<file path="src/rtl/polar64_pkg.sv">
// Shared constants and golden functions for the 64-bit polar code with CRC-16 outer code.
// Used by both the encoder and the decoder so the frozen-set and CRC definitions cannot drift.
package polar64_pkg;

  localparam int K_DATA = 24;
  localparam int K_CRC  = 16;
  localparam int K_FRZ  = 24;
  localparam int N_CW   = 64;

  localparam logic [15:0] CRC_POLY = 16'h1021;
  localparam logic [15:0] CRC_INIT = 16'hFFFF;

  // Information set: all indices of Hamming weight >= 3 except 7 and 11, ascending.
  localparam logic [5:0] INFO_POS [0:39] = '{
    6'd13, 6'd14, 6'd15, 6'd19, 6'd21, 6'd22, 6'd23, 6'd25, 6'd26, 6'd27,
    6'd28, 6'd29, 6'd30, 6'd31, 6'd35, 6'd37, 6'd38, 6'd39, 6'd41, 6'd42,
    6'd43, 6'd44, 6'd45, 6'd46, 6'd47, 6'd49, 6'd50, 6'd51, 6'd52, 6'd53,
    6'd54, 6'd55, 6'd56, 6'd57, 6'd58, 6'd59, 6'd60, 6'd61, 6'd62, 6'd63
  };

  localparam logic [5:0] FROZEN_POS [0:23] = '{
    6'd0,  6'd1,  6'd2,  6'd3,  6'd4,  6'd5,  6'd6,  6'd7,  6'd8,  6'd9,
    6'd10, 6'd11, 6'd12, 6'd16, 6'd17, 6'd18, 6'd20, 6'd24, 6'd32, 6'd33,
    6'd34, 6'd36, 6'd40, 6'd48
  };

  typedef enum logic [1:0] {
    ST_IDLE  = 2'd0,
    ST_CRC   = 2'd1,
    ST_MAP   = 2'd2,
    ST_XFORM = 2'd3
  } enc_state_t;

  function automatic logic [15:0] crc16_ccitt24(input logic [23:0] data);
    logic [15:0] c;
    c = CRC_INIT;
    for (int b = 23; b >= 0; b--) begin
      if (c[15] ^ data[b]) c = {c[14:0], 1'b0} ^ CRC_POLY;
      else                 c = {c[14:0], 1'b0};
    end
    return c;
  endfunction

  function automatic logic [63:0] polar_transform64(input logic [63:0] u);
    logic [63:0] x;
    x = u;
    for (int s = 0; s < 6; s++) begin
      for (int i = 0; i < 64; i++) begin
        if (((i >> s) & 1) == 0) x[i] = x[i] ^ x[i + (1 << s)];
      end
    end
    return x;
  endfunction

endpackage

</file>
<file path="src/rtl/polar64_crc16_serial.sv">
// CRC-16-CCITT engine folding CRC_BPC message bits per clock, MSB first.
// clr preloads the CCITT init value; en folds din into the running remainder.
module polar64_crc16_serial
  import polar64_pkg::*;
#(
  parameter int CRC_BPC = 4
) (
  input  logic               clk,
  input  logic               rst_n,
  input  logic               clr,
  input  logic               en,
  input  logic [CRC_BPC-1:0] din,
  output logic [15:0]        crc
);

  logic [15:0] r_crc;
  logic [15:0] w_fold;

  always_comb begin
    w_fold = r_crc;
    for (int b = CRC_BPC - 1; b >= 0; b--) begin
      if (w_fold[15] ^ din[b]) w_fold = {w_fold[14:0], 1'b0} ^ CRC_POLY;
      else                     w_fold = {w_fold[14:0], 1'b0};
    end
  end

  always_ff @(posedge clk or negedge rst_n) begin
    if (!rst_n)   r_crc <= '0;
    else if (clr) r_crc <= CRC_INIT;
    else if (en)  r_crc <= w_fold;
  end

  assign crc = r_crc;

endmodule

</file>
<file path="src/rtl/polar64_crc16_encoder.sv">
// CRC-aided polar encoder: 24 data bits + CRC-16 mapped onto a 64-bit polar codeword.
// state | meaning
// IDLE  | waiting for start; ready high
// CRC   | folding CRC_BPC data bits per cycle into the CRC
// MAP   | scattering data and CRC onto the information set
// XFORM | one butterfly stage per cycle, six stages
module polar64_crc16_encoder
  import polar64_pkg::*;
#(
  parameter int CRC_BPC = 4
) (
  input  logic        clk,
  input  logic        rst_n,
  input  logic        start,
  input  logic [23:0] data_in,
  output logic        ready,
  output logic        done,
  output logic [63:0] cw_out,
  output logic [15:0] crc_out
);

  localparam int         CRC_CYC      = K_DATA / CRC_BPC;
  localparam logic [4:0] CNT_CRC_LAST = 5'(CRC_CYC - 1);
  localparam logic [4:0] CNT_XF_LAST  = 5'd5;

  enc_state_t r_state, w_next;
  logic [4:0]  r_cnt;
  logic [23:0] r_data;
  logic [63:0] r_x;
  logic        r_done;
  logic [63:0] r_cw;
  logic [15:0] r_crc_out;

  logic [15:0]        w_crc;
  logic [23:0]        w_data_sh;
  logic [CRC_BPC-1:0] w_din;
  logic [63:0]        w_u;
  logic [63:0]        w_x_stage;
  logic               w_accept;

  assign w_accept  = (r_state == ST_IDLE) && start;
  assign w_data_sh = r_data << (int'(r_cnt) * CRC_BPC);
  assign w_din     = w_data_sh[23 -: CRC_BPC];

  polar64_crc16_serial #(.CRC_BPC(CRC_BPC)) u_crc (
    .clk   (clk),
    .rst_n (rst_n),
    .clr   (w_accept),
    .en    (r_state == ST_CRC),
    .din   (w_din),
    .crc   (w_crc)
  );

  always_comb begin
    w_u = '0;
    for (int k = 0; k < K_DATA; k++) w_u[INFO_POS[k]] = r_data[23 - k];
    for (int k = 0; k < K_CRC; k++)  w_u[INFO_POS[K_DATA + k]] = w_crc[15 - k];
  end

  // Stage s pairs i with i+2^s; the partner never changes within the stage.
  always_comb begin
    w_x_stage = r_x;
    for (int s = 0; s < 6; s++) begin
      if (r_cnt == 5'(s)) begin
        for (int i = 0; i < 64; i++) begin
          if (((i >> s) & 1) == 0) w_x_stage[i] = r_x[i] ^ r_x[i + (1 << s)];
        end
      end
    end
  end

  always_ff @(posedge clk or negedge rst_n) begin
    if (!rst_n) r_state <= ST_IDLE;
    else        r_state <= w_next;
  end

  always_comb begin
    w_next = r_state;
    case (r_state)
      ST_IDLE:  if (start) w_next = ST_CRC;
      ST_CRC:   if (r_cnt == CNT_CRC_LAST) w_next = ST_MAP;
      ST_MAP:   w_next = ST_XFORM;
      ST_XFORM: if (r_cnt == CNT_XF_LAST) w_next = ST_IDLE;
      default:  w_next = ST_IDLE;
    endcase
  end

  always_ff @(posedge clk or negedge rst_n) begin
    if (!rst_n) begin
      r_cnt     <= '0;
      r_data    <= '0;
      r_x       <= '0;
      r_done    <= 1'b0;
      r_cw      <= '0;
      r_crc_out <= '0;
    end else begin
      r_done <= 1'b0;
      case (r_state)
        ST_IDLE: begin
          if (start) begin
            r_data <= data_in;
            r_cnt  <= '0;
          end
        end
        ST_CRC: begin
          r_cnt <= (r_cnt == CNT_CRC_LAST) ? 5'd0 : r_cnt + 5'd1;
        end
        ST_MAP: begin
          r_x   <= w_u;
          r_cnt <= '0;
        end
        ST_XFORM: begin
          r_x   <= w_x_stage;
          r_cnt <= r_cnt + 5'd1;
          if (r_cnt == CNT_XF_LAST) begin
            r_cw      <= w_x_stage;
            r_crc_out <= w_crc;
            r_done    <= 1'b1;
            r_cnt     <= '0;
          end
        end
        default: r_cnt <= '0;
      endcase
    end
  end

  assign ready   = (r_state == ST_IDLE);
  assign done    = r_done;
  assign cw_out  = r_cw;
  assign crc_out = r_crc_out;

endmodule

</file>
<file path="config.mk">
export PLATFORM = sky130hd
export DESIGN_NAME = polar64_crc16_encoder
export DESIGN_NICKNAME = d
export VERILOG_FILES = /design/src/rtl/polar64_pkg.sv /design/src/rtl/polar64_crc16_serial.sv /design/src/rtl/polar64_crc16_encoder.sv
export SDC_FILE = /design/constraint.sdc
export NUM_CORES = 1
export LEC_CHECK = 0
export CORE_MARGIN = 1.5
export CORE_UTILIZATION = 50
export DETAILED_ROUTE_END_ITERATION = 12
export PLACE_DENSITY = 0.77
export SLEW_MARGIN = 20
export SYNTH_ARGS = -nofsm -noshare
export SYNTH_HDL_FRONTEND = slang
export SYNTH_SLANG_ARGS = --single-unit
</file>
<file path="constraint.sdc">
create_clock -name clk -period 3.15 [get_ports clk]
set_clock_uncertainty 0.15 [all_clocks]
set_input_delay 0.7875 -clock clk [delete_from_list [all_inputs] [get_ports clk]]
set_output_delay 0.7875 -clock clk [all_outputs]
set_load 0.05 [all_outputs]
</file>
* Word level (Yosys, flattened, before mapping)
Cells that the tools add are included.
** Operators by class
- Add/sub/neg operators :: 1
- Shift operators :: 1
- Equal/unequal tests :: 11
- Reductions and logical operators :: 10
- Multiplexer cells :: 79
- Bitwise logic cells :: 201
** Operators by type and width (count)
- $xor A1 B1 Y1 :: 196
- $pmux W64 S2 :: 1
- $mux W16 :: 4
- $mux W13 :: 4
- $mux W2 :: 19
- $mux W1 :: 34
- $mux W32 :: 1
- $mux W4 :: 8
- $mux W8 :: 4
- $shl A24 B7 Y24 :: 1
- $pmux W5 S3 :: 1
- $not A3 Y3 :: 4
- $eq A5 B2 Y1 const B :: 2
- $eq A5 B3 Y1 const B :: 2
- $mux W5 :: 2
- $pmux W2 S4 :: 1
- $ne A2 B2 Y1 const B :: 3
- $reduce_and A2 Y1 :: 3
- $add A5 B1 Y5 const B :: 1
- $eq A5 B1 Y1 const B :: 1
- $logic_not A5 Y1 :: 1
- $eq A2 B2 Y1 const B :: 2
- $reduce_bool A2 Y1 :: 2
- $reduce_and A3 Y1 :: 1
- other kinds (5) :: 5
** Storage, ports and cells
- Logic and storage cells :: 312
- Output and inout bits :: 82
- Flip-flop bits (word level) :: 192
- Input bits :: 27

* Longest topological paths before layout
- Word-level depth :: 11
- Gate-level depth with buffers :: 11
- Depth with buffers taken out :: 7

* Hierarchy
Synthesis repeated with hierarchy kept, for this count alone.
** Unflattened totals
- Cell total of the unflattened synthesis :: 1129
- Area total of the unflattened synthesis :: 10490.1 µm²
** By module, submodules not included
- polar64_crc16_encoder :: times used 1, cells each 1061, sequential area each 4404.2 µm², area an instance 9725.6 µm²
- polar64_crc16_serial :: times used 1, cells each 68, sequential area each 400.4 µm², area an instance 764.5 µm²

* Worst setup path before layout
No wires, ideal clock.
- Kind :: reg2reg
- Start :: register r_cnt[0]
- End :: register r_cw[58], in the netlist cw_out[58]
- Required time :: 2867 ps
- Data arrival time :: 2331 ps
- Clock period less this slack :: 2615 ps
- Setup slack :: 535 ps
- Stages on the path, launching flop included :: 11
- Setup time :: 133 ps
- Path buffers :: 3
- Cell sequence :: dfrtp_1 > buf_2 > buf_2 > inv_1 > ha_1 > or4b_2 > buf_2 > and3_1 > a21oi_1 > xor2_1 > o21ai_0
** On the way
- Cells in the longest elaborated chain, start to end :: 3
- Elaborated cells on any way between the ends :: 6
- Those cells by class :: 2 x eq/ne; 2 x mux; 2 x reduce/logical
** Ends and longest elaborated chain
- start, declared :: RTL line polar64_crc16_encoder.sv:27 : logic [4:0] r_cnt;
- start signal, assigned :: RTL line polar64_crc16_encoder.sv:106 : r_cnt <= (r_cnt == CNT_CRC_LAST) ? 5'd0 : r_cnt + 5'd1;
- start signal, assigned :: RTL line polar64_crc16_encoder.sv:114 : r_cnt <= r_cnt + 5'd1;
- $logic_not A5 Y1 :: RTL line polar64_crc16_encoder.sv:64 : if (r_cnt == 5'(s)) begin
- $mux W1 :: RTL line polar64_crc16_encoder.sv:64
- $mux W4 :: RTL line polar64_crc16_encoder.sv:64
- end signal, assigned :: RTL line polar64_crc16_encoder.sv:116 : r_cw <= w_x_stage;
- end, declared :: RTL line polar64_crc16_encoder.sv:31 : logic [63:0] r_cw;
Parallel ways exist; a longest one is shown, timed or not.
A chain may end at the register's enable or synchronous reset.

* Worst setup path after layout
- Start :: register r_state[0]
- End :: output port ready
** On the way
- Cells in the longest elaborated chain, start to end :: 1
** Ends and longest elaborated chain
- start, declared :: RTL line polar64_crc16_encoder.sv:26 : enc_state_t r_state, w_next;
- start signal, assigned :: RTL line polar64_crc16_encoder.sv:74 : else r_state <= w_next;
- $logic_not A2 Y1 :: RTL line polar64_crc16_encoder.sv:127 : assign ready = (r_state == ST_IDLE);
- end, declared :: RTL line polar64_crc16_encoder.sv:16 : output logic ready,
Every way passes these cells.

==> summary.md <==
| Metric | Value |
|---|---|
| Sequential Power Share | 32.7% |
| Syn avg cell area | 8.684 um2 |
| # diodes | 0 |
| Later-pin clock latency in the skew report | 0.44 ns |
| Die Y | 149.6 um |
| Comb power frac | between 50% and 60% |
| Longest Clk Path Bufs | 2 |
| Leading cell types in the layout, fill and taps excluded | nand2_1 (264), dfrtp_1 (192), clkdlybuf4s50_1 (107) |
| CTS sink cnt | 192 |
| Area of the mapped netlist | 0.01075 mm2 |
| FILL cells | around 1,800 |
| Leak Pwr | 5.467 nW |
| Synth Net Count | 1,273 |
| RD Place Congestion | ~0.98 |
| Final wirelength | 33,810 um |
| Pre-CTS setup slack | 0.3483 ns |
| Synth Register Bits | 192 |
| CP Capture Type | output pin |
| Max frequency | 0.3330 GHz |
| # nets final | 1,348 |
| Max-cap viol count | 0 |
| Largest net degree at the start of global routing | 58 |
| Num CTS Buffers | 17 |
| DR vias | 9,913 |
| Mapped Cells | 1,238 |
| Starting Density | 50.98% |
| Layout cells sized above 1 | under 10% |
| Register area | roughly 0.0048 mm2 |
| YS warnings | 0 |
| IO Pins | between 100 and 150 |
| Rel. slew slack | a little under half |
| Tmin final | 3.003 ns |
| Die ar. | 0.02239 mm2 |
| Leading cell type in the layout, fill and taps excluded | nand2_1 |
| Crit path launch type | flop |
| Root buf cell | clkbuf_16 |
| Global-route wire length before repair | around 53,000 um |
| Clock share of power | 15.4% |
| Initial antenna violation count | 0 |
| All-Layer GR Usage | 31.17% |
| Area growth from synthesis to layout | 18.87% |
| # rows | 53 |
| Footprint of the multi-input gates | 0.005438 mm2 |
| Routed WL per cell | 21.12 um |
| # DRC | 0 |
| Clk pin slew, worst setup/hold paths | about 0.080 ns |
| Met3 WL | between 2000 and 3000 um |
| Port buffer count | 108 |
| Overall power | 14.40 mW |
| Worst path required time | between 2 and 2.5 ns |
| Critical path type | flop to output pin |
| Top sig layer | met4 |
| Top FF cell, synth | dfrtp_1 |
| CORE AREA | 0.02109 mm2 |
| Post-Route Setup TNS | 0 ns |
| Slew Limit Fails | 0 |
| Drt first pass iters | 6 |
| Switch Pwr | 7.088 mW |
| DR vias/cell | a little over 6 |
| Hold buffer count at CTS | 0 |
| WL met2 | 15,130 um |
| Final hold viol count | 0 |
| Hold WS | 0.1677 ns |
| CTS tree | done |
| Worst Hold Class | input pin to asynchronous set/reset pin |
| DRT antenna net count | 0 |
| DP HPWL | 24,200 um |
| Sequential area share after synthesis | 44.69% |
| Worst-margin pin slew | 0.7893 ns |
| WL met1 | 14,330 um |
| RSZ-0062 raised after global routing | no |
| Yosys cell types | between 60 and 70 |
| PnR worst setup slack | 0.1469 ns |
| Switching share of power | 49.21% |
| # setup viols final | 0 |
| Vias in the first global route | 9,351 |
| Post_cts resized | 0 |
| H-tree depth | 4 |
| Status | completed |
| Number of synthesized flops with an enable pin | 0 |
| Internal power | 7.314 mW |
| Setup repair bufs after CTS | 0 |
| Final core occ | 60.60% |
| Power per standard cell area | around 1100 mW/mm2 |
| Total gr overflow | 0 |
| Final period utilization | 95.34% |
| Worst-case vdd ir drop | 0.6120 mV |
| Starting DRC count in detailed routing | 1,187 |
| Worst EP arrival | about 2.1 ns |
| CP max FO | 6 |
| Async set-or-reset flop fraction in the synthesized netlist | 100.0% |
| R2R cell count | 9 |
| Die Wd | 149.6 um |
==> worst max-delay path, stage by stage, from the launching register on <==
cell	delay [ns]
dfrtp_1	0.42
inv_1	0.10
ha_1	0.26
clkdlybuf4s50_1	0.84
==> per-stage QoR <==
stage	cell area (um2)	cells
2_1_floorplan	10750	1238
3_3_place_gp	12180	1569
3_5_place_dp	12180	1569
4_1_cts	12780	1601
5_1_grt	12780	1601
6_report	12780	1601
==> cells in the mapped netlist, types with 7 or more instances <==
master     instances  area (um2)
ha_1               8       100.1
nand3_1           36       180.2
a21o_1             8       60.06
clkbuf_1          73       274.0
o22ai_1           20       125.1
nor3_1            15       75.07
a31oi_1           13       81.33
o2bb2ai_1          7       61.31
dfrtp_1          192        4805
a22o_1             7       61.31
nor2b_1           19       118.9
a32oi_1           11       96.34
o21ai_0           87       435.4
and3_1            11       68.82
buf_2             17       85.08
nand4_1           13       81.33
xnor2_1           28       245.2
a211o_1           21       183.9
inv_1             30       112.6
nand2b_1          22       137.6
nor2_1            52       195.2
and2_1             7       43.79
a211oi_1          10       75.07
mux2i_1           37       370.4
a221o_1            9       90.09
nand3b_1           8       60.06
a21oi_1           88       440.4
a22oi_1           19       142.6
nand2_1          265       994.7
xor2_1            18       157.7
==> cells by family after synthesis <==
| kind of cell | Yosys count | share of synthesized area [%] |
|---|---|---|
| mux | 38 | 3.550 |
| xor+xnor | 46 | 3.748 |
| compound gates | 347 | 21.10 |
| flops | 192 | 44.69 |
| buf+inv | 130 | 4.981 |
| simple gates | 477 | 21.00 |
| fa+ha+maj | 8 | 0.9311 |
==> path summary, 6_finish.rpt <==
kind                       startpoint          to  slack (ns)
max                        r_state[0]       ready        0.15
min                             rst_n  cw_out[20]        0.17
max reg2reg                  r_cnt[1]      r_x[0]        0.27
min reg2reg                crc_out[2]  crc_out[2]        0.33
max in group asynchronous       rst_n     r_x[46]        1.98
min in group clk           crc_out[2]  crc_out[2]        0.33
==> flip-flops by register name, summed over array words and instances, names as in the netlist <==
register,cells
r_data,24
cw_out,64
u_crc.crc,16
r_state,2
done,1
r_cnt,5
crc_out,16
r_x,64
==> final cells by class <==
class	count	area share, %
clock buffers	17	3.329
clock inverters	15	1.371
inverters	31	0.9106
multi-input cells	916	42.55
flip-flops and latches	192	37.60
well taps	275	2.693
repair buffers	155	11.54
==> per-layer routing <==
layer	GRT usage, %	vias up
met5	0	-
met4	12.03	0
met3	5.945	116
met2	48.25	560
met1	43.18	4722
li1	-	4515
==> power by group through the flow <==
stage / registers (mW) / logic, mW / clock network, mW
2_1_floorplan: 5.10 / 4.34 / 0
3_3_place_gp: 4.66 / 7.21 / 0
3_5_place_dp: 4.68 / 7.34 / 0
4_1_cts: 4.64 / 7.38 / 2.24
5_1_grt: 4.79 / 8.02 / 2.33
6_report: 4.71 / 7.48 / 2.21
Note: power is estimated with default switching activity, not from simulation.
